`src/rtl/host_mem_if.sv`:
```
// Host-side request/response bundle of the SDRAM controller: write port, read port and busy.
interface host_mem_if #(
  parameter int HOST_ADDR_WIDTH = 24,
  parameter int DATA_WIDTH      = 16
);
  logic [HOST_ADDR_WIDTH-1:0] wr_addr;
  logic [DATA_WIDTH-1:0]      wr_data;
  logic                       wr_enable;
  logic [HOST_ADDR_WIDTH-1:0] rd_addr;
  logic                       rd_enable;
  logic [DATA_WIDTH-1:0]      rd_data;
  logic                       rd_ready;
  logic                       busy;

  modport master (
    output wr_addr, wr_data, wr_enable, rd_addr, rd_enable,
    input  rd_data, rd_ready, busy
  );

  modport slave (
    input  wr_addr, wr_data, wr_enable, rd_addr, rd_enable,
    output rd_data, rd_ready, busy
  );
endinterface

```
`src/rtl/host_mem_responder.sv`:
```
// Stand-in for sdram_controller's host side: a small word array with fixed write/read latency.
// Define HOST_RESP_REFRESH_EN to add periodic refresh stalls on busy.
module host_mem_responder #(
  parameter int ADDR_WIDTH      = 4,
  parameter int DATA_WIDTH      = 16,
  parameter int HOST_ADDR_WIDTH = 24,
  parameter int WR_LATENCY      = 3,
  parameter int RD_LATENCY      = 5,
  parameter int REFRESH_PERIOD  = 64,
  parameter int REFRESH_CYCLES  = 4
) (
  input  logic      clk,
  input  logic      rst,
  host_mem_if.slave host
);

  localparam int MAX_RW = (WR_LATENCY > RD_LATENCY) ? WR_LATENCY : RD_LATENCY;
`ifdef HOST_RESP_REFRESH_EN
  localparam int MAX_LAT = (MAX_RW > REFRESH_CYCLES) ? MAX_RW : REFRESH_CYCLES;
  localparam int REF_W   = $clog2(REFRESH_PERIOD) + 1;
`else
  localparam int MAX_LAT = MAX_RW;
`endif
  localparam int CNT_W = $clog2(MAX_LAT) + 1;

  typedef enum logic [2:0] {
    IDLE,
    WRITE,
    READ,
    READY
`ifdef HOST_RESP_REFRESH_EN
    , REFRESH
`endif
  } state_t;

  state_t                  state, state_nxt;
  logic [CNT_W-1:0]        cnt, cnt_nxt;
  logic                    busy_q;
  logic                    busy;
  logic                    accept;
  logic                    accept_wr;
  logic                    accept_rd;
  logic [DATA_WIDTH-1:0]   mem [2**ADDR_WIDTH];
  logic [DATA_WIDTH-1:0]   rd_hold_p0;
  logic [DATA_WIDTH-1:0]   rd_data_p1;
  logic                    rd_vld_p1;
  logic [ADDR_WIDTH-1:0]   wr_idx;
  logic [ADDR_WIDTH-1:0]   rd_idx;
  logic                    addr_unused;

  // Upper host address bits alias away.
  assign wr_idx      = host.wr_addr[ADDR_WIDTH-1:0];
  assign rd_idx      = host.rd_addr[ADDR_WIDTH-1:0];
  assign addr_unused = ^{host.wr_addr[HOST_ADDR_WIDTH-1:ADDR_WIDTH],
                         host.rd_addr[HOST_ADDR_WIDTH-1:ADDR_WIDTH]};

`ifdef HOST_RESP_REFRESH_EN
  logic [REF_W-1:0] ref_cnt;
  logic             refresh_pending;
  logic             ref_expire;
  logic             pend_eff;
  logic             pend_clr;

  assign ref_expire = (ref_cnt == REF_W'(REFRESH_PERIOD - 1));
  assign pend_eff   = refresh_pending | ref_expire;
  assign busy       = busy_q | refresh_pending;

  always_ff @(posedge clk) begin
    if (rst) begin
      ref_cnt         <= '0;
      refresh_pending <= 1'b0;
    end else begin
      if (ref_expire) ref_cnt <= '0;
      else            ref_cnt <= ref_cnt + REF_W'(1);
      if (pend_clr)   refresh_pending <= 1'b0;
      if (ref_expire) refresh_pending <= 1'b1;
    end
  end
`else
  logic cfg_unused;
  assign cfg_unused = (REFRESH_PERIOD > 0) ^ (REFRESH_CYCLES > 0);
  assign busy       = busy_q;
`endif

  assign accept = !rst && !busy && (host.wr_enable || host.rd_enable);

  always_comb begin
    state_nxt = state;
    cnt_nxt   = cnt;
    accept_wr = 1'b0;
    accept_rd = 1'b0;
`ifdef HOST_RESP_REFRESH_EN
    pend_clr  = 1'b0;
`endif
    case (state)
      IDLE, READY: begin
        if (accept && host.wr_enable) begin
          state_nxt = WRITE;
          cnt_nxt   = CNT_W'(WR_LATENCY - 1);
          accept_wr = 1'b1;
        end else if (accept) begin
          state_nxt = READ;
          cnt_nxt   = CNT_W'(RD_LATENCY - 1);
          accept_rd = 1'b1;
        end
`ifdef HOST_RESP_REFRESH_EN
        else if (pend_eff) begin
          state_nxt = REFRESH;
          cnt_nxt   = CNT_W'(REFRESH_CYCLES - 1);
        end
`endif
        else begin
          state_nxt = IDLE;
        end
      end
      WRITE: begin
        if (cnt == '0) state_nxt = IDLE;
        else           cnt_nxt   = cnt - CNT_W'(1);
      end
      READ: begin
        if (cnt == '0) state_nxt = READY;
        else           cnt_nxt   = cnt - CNT_W'(1);
      end
`ifdef HOST_RESP_REFRESH_EN
      REFRESH: begin
        if (cnt == '0) begin
          state_nxt = IDLE;
          pend_clr  = 1'b1;
        end else begin
          cnt_nxt = cnt - CNT_W'(1);
        end
      end
`endif
      default: state_nxt = IDLE;
    endcase
  end

  // p0: array access on the acceptance edge; writes commit here and survive a later reset.
  always_ff @(posedge clk) begin
    if (accept_wr) mem[wr_idx] <= host.wr_data;
    if (accept_rd) rd_hold_p0  <= mem[rd_idx];
  end

  // p1: registered FSM state, busy and read-completion outputs.
  always_ff @(posedge clk) begin
    if (rst) begin
      state      <= IDLE;
      cnt        <= '0;
      busy_q     <= 1'b0;
      rd_vld_p1  <= 1'b0;
      rd_data_p1 <= '0;
    end else begin
      state      <= state_nxt;
      cnt        <= cnt_nxt;
      busy_q     <= (state_nxt == WRITE) || (state_nxt == READ)
`ifdef HOST_RESP_REFRESH_EN
                    || (state_nxt == REFRESH)
`endif
                    ;
      rd_vld_p1  <= (state_nxt == READY);
      if (state_nxt == READY) rd_data_p1 <= rd_hold_p0;
    end
  end

  assign host.rd_data  = rd_data_p1;
  assign host.rd_ready = rd_vld_p1;
  assign host.busy     = busy;

endmodule

```
`src/flat_wrapper.sv`:
```
// flat-port wrapper written by rule: the top's interface ports become plain ports
module host_mem_responder_flat 
#(
  parameter int ADDR_WIDTH      = 4,
  parameter int DATA_WIDTH      = 16,
  parameter int HOST_ADDR_WIDTH = 24,
  parameter int WR_LATENCY      = 3,
  parameter int RD_LATENCY      = 5,
  parameter int REFRESH_PERIOD  = 64,
  parameter int REFRESH_CYCLES  = 4
)
  (clk, rst, host_wr_addr, host_wr_data, host_wr_enable, host_rd_addr, host_rd_enable, host_rd_data, host_rd_ready, host_busy);
  host_mem_if #(.HOST_ADDR_WIDTH(HOST_ADDR_WIDTH), .DATA_WIDTH(DATA_WIDTH)) host_i ();
  input  logic clk;
  input  logic rst;
  input wire logic [$bits(host_i.wr_addr)-1:0] host_wr_addr;
  input wire logic [$bits(host_i.wr_data)-1:0] host_wr_data;
  input wire logic [$bits(host_i.wr_enable)-1:0] host_wr_enable;
  input wire logic [$bits(host_i.rd_addr)-1:0] host_rd_addr;
  input wire logic [$bits(host_i.rd_enable)-1:0] host_rd_enable;
  output wire logic [$bits(host_i.rd_data)-1:0] host_rd_data;
  output wire logic [$bits(host_i.rd_ready)-1:0] host_rd_ready;
  output wire logic [$bits(host_i.busy)-1:0] host_busy;
  assign host_i.wr_addr = host_wr_addr;
  assign host_i.wr_data = host_wr_data;
  assign host_i.wr_enable = host_wr_enable;
  assign host_i.rd_addr = host_rd_addr;
  assign host_i.rd_enable = host_rd_enable;
  assign host_rd_data = host_i.rd_data;
  assign host_rd_ready = host_i.rd_ready;
  assign host_busy = host_i.busy;
  host_mem_responder #(.ADDR_WIDTH(ADDR_WIDTH), .DATA_WIDTH(DATA_WIDTH), .HOST_ADDR_WIDTH(HOST_ADDR_WIDTH), .WR_LATENCY(WR_LATENCY), .RD_LATENCY(RD_LATENCY), .REFRESH_PERIOD(REFRESH_PERIOD), .REFRESH_CYCLES(REFRESH_CYCLES)) u_core (.clk(clk), .rst(rst), .host(host_i));
endmodule
```
`config.mk`:
```
export PLATFORM = sky130hd
export DESIGN_NAME = host_mem_responder_flat
export DESIGN_NICKNAME = d
export VERILOG_FILES = /design/src/rtl/host_mem_if.sv /design/src/rtl/host_mem_responder.sv /design/src/flat_wrapper.sv
export SDC_FILE = /design/constraint.sdc
export NUM_CORES = 1
export LEC_CHECK = 0
export BUFFER_PORTS_ARGS = -buffer_cell sky130_fd_sc_hd__buf_2
export CAP_MARGIN = 20
export CORE_ASPECT_RATIO = 1.2
export CORE_MARGIN = 8
export CORE_UTILIZATION = 34
export DETAILED_ROUTE_END_ITERATION = 8
export MAX_ROUTING_LAYER = met4
export PLACE_DENSITY = 0.55
export SLEW_MARGIN = 30
export SYNTH_ARGS = -nofsm -noshare
export SYNTH_HDL_FRONTEND = slang
export SYNTH_SLANG_ARGS = --single-unit
```
`constraint.sdc`:
```
create_clock -name clk -period 3.9 [get_ports clk]
set_clock_uncertainty 0.1 [all_clocks]
set_input_delay 0.195 -clock clk [delete_from_list [all_inputs] [get_ports clk]]
set_output_delay 0.195 -clock clk [all_outputs]
set_load 0.03 [all_outputs]
```
Word-level counts from Yosys, hierarchy flattened
Memories as Yosys holds them, arrays and structs flattened. A register that Yosys moved wholly into a read port is not among the register bits.
Index checks and enable logic that the tools add are counted.
- register bits: 25
- bits in writable memories: 256
- input port bits: 68
- logic and storage cells: 44
- memories: 1
- memory list (memory ; depth ; bits a word ; read ports ; clocked after Yosys merged registers in ; write ports ; line ; source):
    u_core.mem ; 16 ; 16 ; 1 ; 1 ; 1 ; host_mem_responder.sv:43 ; logic [DATA_WIDTH-1:0] mem [2**ADDR_WIDTH];
- add/sub/neg operators: 1
- equality and inequality tests: 8
- muxes and demuxes: 16
- reductions and logical operators: 13
- operators with widths (operator ; count):
    $eq 3x2->1 const B ; 4
    $mux 4 ; 3
    $mux 3 ; 3
    $pmux 3 s3 ; 1
    $pmux 4 s2 ; 1
    $mux 1 ; 7
    $eq 3x1->1 const B ; 2
    $logic_not 4->1 ; 1
    $reduce_or 2->1 ; 2
    $sub 4x1->4 const B ; 1
    $logic_and 1x1->1 ; 3
    $logic_not 3->1 ; 1
    $ne 3x1->1 const B ; 1
    $reduce_and 3->1 ; 1
    $logic_not 1->1 ; 2
    $logic_or 1x1->1 ; 2
    $mux 2 ; 1
    $ne 2x2->1 const B ; 1
    $reduce_bool 2->1 ; 1

Logic depth before layout (Yosys ltp)
- word-level depth: 8
- gate-level depth with buffers: 7
- gate-level depth less buffers: 6

Worst setup path before layout
No wires, ideal clock.
- path type: register to register
- start point: register u_core.state[0]
- end point: register u_core.rd_hold_p0[0], read port of u_core.mem, enable pin
- library setup time: 436 ps
- data arrival time: 2587 ps
- data required time: 3364 ps
- setup slack: 777 ps
- stages on the path, launching flop included: 5
- path buffers: 1
- path through: dfxtp_1 > clkbuf_1 > xnor2_2 > nand2_1 > nor4b_1
- longest elaborated chain between the ends: 3
- ends and longest elaborated chain (item ; line ; source):
    from (decl) ; host_mem_responder.sv:36 ; state_t state, state_nxt;
    from (signal assigned) ; host_mem_responder.sv:153 ; state <= state_nxt;
    $eq 3x2->1 or $logic_not 3->1 (tied branches) ; host_mem_responder.sv:95 ; case (state)
    $reduce_or 2->1 * ; host_mem_responder.sv:95 ;
    $mux 1 * ; host_mem_responder.sv:95 ;
    via u_core.accept_rd ; host_mem_responder.sv:42 ; logic accept_rd;
    to (decl) ; host_mem_responder.sv:44 ; logic [DATA_WIDTH-1:0] rd_hold_p0;
Mark *: on every way through the listed nets, which the timed path passes. The rest lies on a longest branch.
A chain may end at the register's enable or synchronous reset.

Worst setup path after layout
- start point: register u_core.state[0]
- end point: memory u_core.mem[0][12], enable pin
- longest elaborated chain between the ends: 5
- ends and longest elaborated chain (item ; line ; source):
    $eq 3x2->1 or $logic_not 3->1 (tied branches) ; host_mem_responder.sv:95 ;
    $reduce_or 2->1 * ; host_mem_responder.sv:95 ;
    $mux 1 * ; host_mem_responder.sv:95 ;
    $mux 1 * ; host_mem_responder.sv:140 ; if (accept_wr) mem[wr_idx] <= host.wr_data;
    $mux 1 (implied by the code) * ; host_mem_responder.sv:140 ;
    to (decl) ; host_mem_responder.sv:43 ;
Every way passes the cells marked *; elsewhere a longest branch is shown, timed or not.

==> metrics.txt <==
# TYPE chip_impl_metric gauge
chip_impl_metric{name="syn_avg_cell_area",unit="sq um"} 21.1
chip_impl_metric{name="mappedNetlistNets",unit=""} 597
chip_impl_metric{name="ant_nets",unit=""} 0
chip_impl_metric{name="holdPathStages",unit=""} 4
chip_impl_metric{name="worst_vdd_rail_ir_drop",unit="V"} 0.000290
chip_impl_metric{name="grt_start_max_net_pins",unit=""} 41
chip_impl_metric{name="fp.dieH",unit="um"} 214
chip_impl_metric{name="r2r_setup_slack",unit="ns"} 1.13
chip_impl_metric{name="route.vias.total",unit=""} 5377
chip_impl_metric{name="rows",unit=""} 72
chip_impl_info{name="tritoncts",value="done"} 1
chip_impl_metric{name="postSynth.asyncResetShare",unit="%"} 0
chip_impl_metric{name="synth.cell_area",unit="sq mm"} 0.0111
chip_impl_metric{name="number_of_flops_mapped_to_enable_cells_by_yosys",unit=""} 272
chip_impl_metric{name="post_drt_via_cell_ratio",unit=""} 5.13
chip_impl_metric{name="grt.overflow.total",unit=""} 0
chip_impl_metric{name="fin_crit",unit="ns"} 2.77
chip_impl_metric{name="yosysTopAreaCellShare",unit="%"} 73.3
chip_impl_metric{name="first_pass_grt_wire_length",unit="mm"} 35.2
chip_impl_info{name="worstSetupStartpointType",value="flop"} 1
chip_impl_metric{name="maxCapViolations",unit=""} 0
chip_impl_metric{name="period_utilisation_layout",unit="%"} 70.9
chip_impl_metric{name="wire_per_inst",unit="um"} 22.5
chip_impl_metric{name="globalplace.congestion",unit=""} 0.711
chip_impl_metric{name="grt_pass1_vias",unit=""} 5816
chip_impl_metric{name="hold_viol_final",unit=""} 0
chip_impl_info{name="min_to",value="u_core.state[1]"} 1
chip_impl_metric{name="drive_above_1_share",unit="%"} 28.9
chip_impl_metric{name="htree_num_levels",unit=""} 1
chip_impl_metric{name="hpwlAfterDp",unit="mm"} 14.2
chip_impl_metric{name="finalNonFillerCells",unit=""} 1049
chip_impl_metric{name="syn_inst",unit=""} 528
chip_impl_metric{name="utilization",unit="%"} 40.5
chip_impl_metric{name="fp.coreArea",unit="sq mm"} 0.0323
chip_impl_metric{name="cts-resized-gates",unit=""} 0
chip_impl_metric{name="netlist_cell_types",unit=""} 44
chip_impl_metric{name="placed_cell_area",unit="sq mm"} 0.0120
chip_impl_metric{name="rr_worst_depth",unit=""} 5
chip_impl_info{name="end_kind",value="flop"} 1
chip_impl_metric{name="clock_latency_late_sink",unit="ns"} 0.55
chip_impl_metric{name="slew_headroom",unit="%"} 33.3
chip_impl_info{name="timing.hold.worst.class",value="input pin to flop"} 1
chip_impl_info{name="grt_setup_unrepaired",value="false"} 1
chip_impl_info{name="postSynth.topFlopCell",value="sky130_fd_sc_hd__edfxtp_1"} 1
chip_impl_info{name="hold_path.startpoint",value="host_rd_enable"} 1
chip_impl_metric{name="timing_max_transition_violations_final",unit=""} 0
chip_impl_metric{name="start_util",unit="%"} 34.5
chip_impl_metric{name="ctsLongestPathBuffers",unit=""} 3
chip_impl_metric{name="crit_required",unit="ns"} 4.03
chip_impl_metric{name="port_buffers",unit=""} 45
chip_impl_metric{name="final_nets",unit=""} 690
chip_impl_info{name="worst_r2r_endpoint",value="u_core.mem[0][12]"} 1
chip_impl_metric{name="numPlacedInstances",unit=""} 977
chip_impl_info{name="netlist.top_cell.by_area",value="sky130_fd_sc_hd__edfxtp_1"} 1
chip_impl_metric{name="clock_sink_count",unit=""} 297
chip_impl_metric{name="crit_path_max_fanout",unit=""} 9
chip_impl_metric{name="die_x",unit="um"} 181
chip_impl_metric{name="synth.yosys.seq_area_share",unit="%"} 77.8
chip_impl_metric{name="grt_antenna_before_repair",unit=""} 1
chip_impl_info{name="clock_tree.root_cell",value="sky130_fd_sc_hd__clkbuf_16"} 1
chip_impl_info{name="ws_path_type",value="flop to flop"} 1
chip_impl_metric{name="area_grow_syn2layout",unit="%"} 17.3
chip_impl_info{name="ys_top_cells_by_area",value="sky130_fd_sc_hd__edfxtp_1 73%, sky130_fd_sc_hd__mux4_2 13%, sky130_fd_sc_hd__dfxtp_1 4.5%"} 1
chip_impl_info{name="status",value="finished, final reports clean"} 1
chip_impl_metric{name="final.setup.tns",unit="ns"} 0
chip_impl_metric{name="ioPinCount",unit=""} 86
chip_impl_metric{name="tritoncts.num_buffers",unit=""} 28
chip_impl_metric{name="yosys_register_bits",unit=""} 297
chip_impl_metric{name="timing.hold.ws",unit="ns"} 0.0780
chip_impl_metric{name="worst_pin_slew",unit="ns"} 1.00
chip_impl_metric{name="dieArea",unit="sq mm"} 0.0388
chip_impl_metric{name="drtIter0Drc",unit=""} 313
chip_impl_metric{name="cts.clk_slew.worst_paths",unit="ns"} 0.07
chip_impl_metric{name="max_freq",unit="MHz"} 362
chip_impl_metric{name="static-leakage-power",unit="nW"} 4.24
chip_impl_metric{name="drt-pass1-iter-count",unit=""} 4
chip_impl_metric{name="setup_viol",unit=""} 0
chip_impl_metric{name="timing.critical_path.arrival",unit="ns"} 2.90
chip_impl_metric{name="grt.total_usage",unit="%"} 12.4
chip_impl_metric{name="ys_warn_count",unit=""} 0
chip_impl_metric{name="design_area",unit="sq mm"} 0.0131
chip_impl_metric{name="p_per_area",unit="mW/mm^2"} 487
chip_impl_info{name="worst_r2r_start",value="u_core.state[0]"} 1
chip_impl_metric{name="drt_drc_violations_left",unit=""} 0
chip_impl_metric{name="routed_wirelength",unit="mm"} 23.6
[cell usage after synthesis (2+ instances only)]
library cell / instances
sky130_fd_sc_hd__buf_2: 7
sky130_fd_sc_hd__buf_1: 3
sky130_fd_sc_hd__nor3_1: 5
sky130_fd_sc_hd__nor2_1: 16
sky130_fd_sc_hd__a22o_1: 15
sky130_fd_sc_hd__inv_1: 5
sky130_fd_sc_hd__edfxtp_1: 272
sky130_fd_sc_hd__dfxtp_1: 25
sky130_fd_sc_hd__a21oi_1: 5
sky130_fd_sc_hd__mux4_2: 64
sky130_fd_sc_hd__nor2b_1: 3
sky130_fd_sc_hd__nand3b_1: 2
sky130_fd_sc_hd__nand2_1: 24
sky130_fd_sc_hd__nand3_1: 3
sky130_fd_sc_hd__a22oi_1: 32
sky130_fd_sc_hd__o32ai_1: 2
sky130_fd_sc_hd__nand2b_1: 3
sky130_fd_sc_hd__mux2i_1: 2
sky130_fd_sc_hd__clkbuf_1: 15
[worst max-delay path by stage]
stage / startpoint / to / slack [ns] / depth (start not counted)
floorplan: u_core.state[0] / u_core.rd_hold_p0[0] / 0.78 / 4
global placement: u_core.state[0] / u_core.mem[0][11] / 1.17 / 5
detailed placement: u_core.state[0] / u_core.mem[0][12] / 1.13 / 5
CTS: u_core.state[0] / u_core.mem[0][12] / 1.10 / 5
global route: u_core.state[0] / u_core.mem[0][12] / 0.96 / 5
finish: u_core.state[0] / u_core.mem[0][12] / 1.13 / 5
[layer usage]
metal  GRT usage [%]  vias to the layer above  part of all wire, %
li1                -                     2389                    -
met1            14.1                     2814                   40
met2            21.9                      147                   53
met3            2.22                       27                  5.4
met4            3.83                        0                  1.7
met5               -                        -                    0
[power breakdown]
group          internal (W)  switching, W  total [W]
Clock               0.00142       0.00113    0.00255
Sequential          0.00350     0.0000110    0.00351
Combinational      0.000127      0.000176   0.000302
Total               0.00504       0.00132    0.00636
[what timing repair did]
action / 4_1_cts / 5_1_grt
setup buffers: 0 / 0
hold buffers: 21 / 0
endpoints found under the hold margin: 267 / 0
[cells in the final DEF (no fill, tap or decap), types with 2 or more instances in the layout]
master | netlist | final
sky130_fd_sc_hd__nand2b_1 | 3 | 3
sky130_fd_sc_hd__a21oi_1 | 5 | 5
sky130_fd_sc_hd__buf_4 | 0 | 22
sky130_fd_sc_hd__nand3b_1 | 2 | 2
sky130_fd_sc_hd__clkinv_2 | 0 | 4
sky130_fd_sc_hd__inv_1 | 5 | 5
sky130_fd_sc_hd__edfxtp_1 | 272 | 272
sky130_fd_sc_hd__nor3_2 | 0 | 4
sky130_fd_sc_hd__dfxtp_1 | 25 | 25
sky130_fd_sc_hd__dlygate4sd3_1 | 0 | 21
sky130_fd_sc_hd__clkbuf_16 | 0 | 29
sky130_fd_sc_hd__a22oi_1 | 32 | 32
sky130_fd_sc_hd__nand2_1 | 24 | 24
sky130_fd_sc_hd__nand3_1 | 3 | 3
sky130_fd_sc_hd__mux4_2 | 64 | 64
sky130_fd_sc_hd__buf_2 | 7 | 44
sky130_fd_sc_hd__clkinv_1 | 0 | 9
sky130_fd_sc_hd__a22o_1 | 15 | 15
sky130_fd_sc_hd__buf_12 | 0 | 2
sky130_fd_sc_hd__clkinv_4 | 0 | 4
sky130_fd_sc_hd__o32ai_1 | 2 | 2
sky130_fd_sc_hd__clkbuf_1 | 15 | 2
sky130_fd_sc_hd__mux2i_1 | 2 | 2
sky130_fd_sc_hd__nor2b_1 | 3 | 3
sky130_fd_sc_hd__nor2_1 | 16 | 14
[per-stage QoR]
stage          power, W  worst slack [ns]
3_5_place_dp    0.00386              1.13
4_1_cts         0.00642              1.10
6_report        0.00636              1.13
5_1_grt         0.00655             0.961
3_3_place_gp    0.00385              1.17
2_1_floorplan   0.00375             0.777
[cell families after synthesis]
logic type / count (synthesis) / synth area share, %
flops: 297 / 77.8
simple gates: 68 / 3.20
mux: 66 / 13.1
compound gates: 61 / 4.18
buf+inv: 31 / 1.19
fa+ha+maj: 2 / 0.202
xor+xnor: 2 / 0.225
other cells: 1 / 0.0337
[critical path, cell delays in order (launching register included)]
cell                       delay, ns
sky130_fd_sc_hd__dfxtp_1        0.40
sky130_fd_sc_hd__xnor2_2        0.35
sky130_fd_sc_hd__nand4b_1       0.23
sky130_fd_sc_hd__or3_1          0.43
sky130_fd_sc_hd__nor3_2         0.58
sky130_fd_sc_hd__buf_4          0.35
[flip-flops by register name (all words and copies together) (netlist names)]
register / flops
u_core.mem: 256
u_core.host.rd_ready: 1
u_core.rd_hold_p0: 16
u_core.cnt: 4
u_core.state: 3
u_core.host.rd_data: 16
u_core.host.busy: 1
[area by class of cell]
class	instances	area (sq um)
diodes	1	2.50
repair buffers	89	636
clock buffers	31	733
inverters	5	18.8
flip-flops and latches	297	8670
clock inverters	19	126
well taps	407	509
fillers	2839	19200
multi-input cells	200	2370
(Power assumes the default switching activity.)
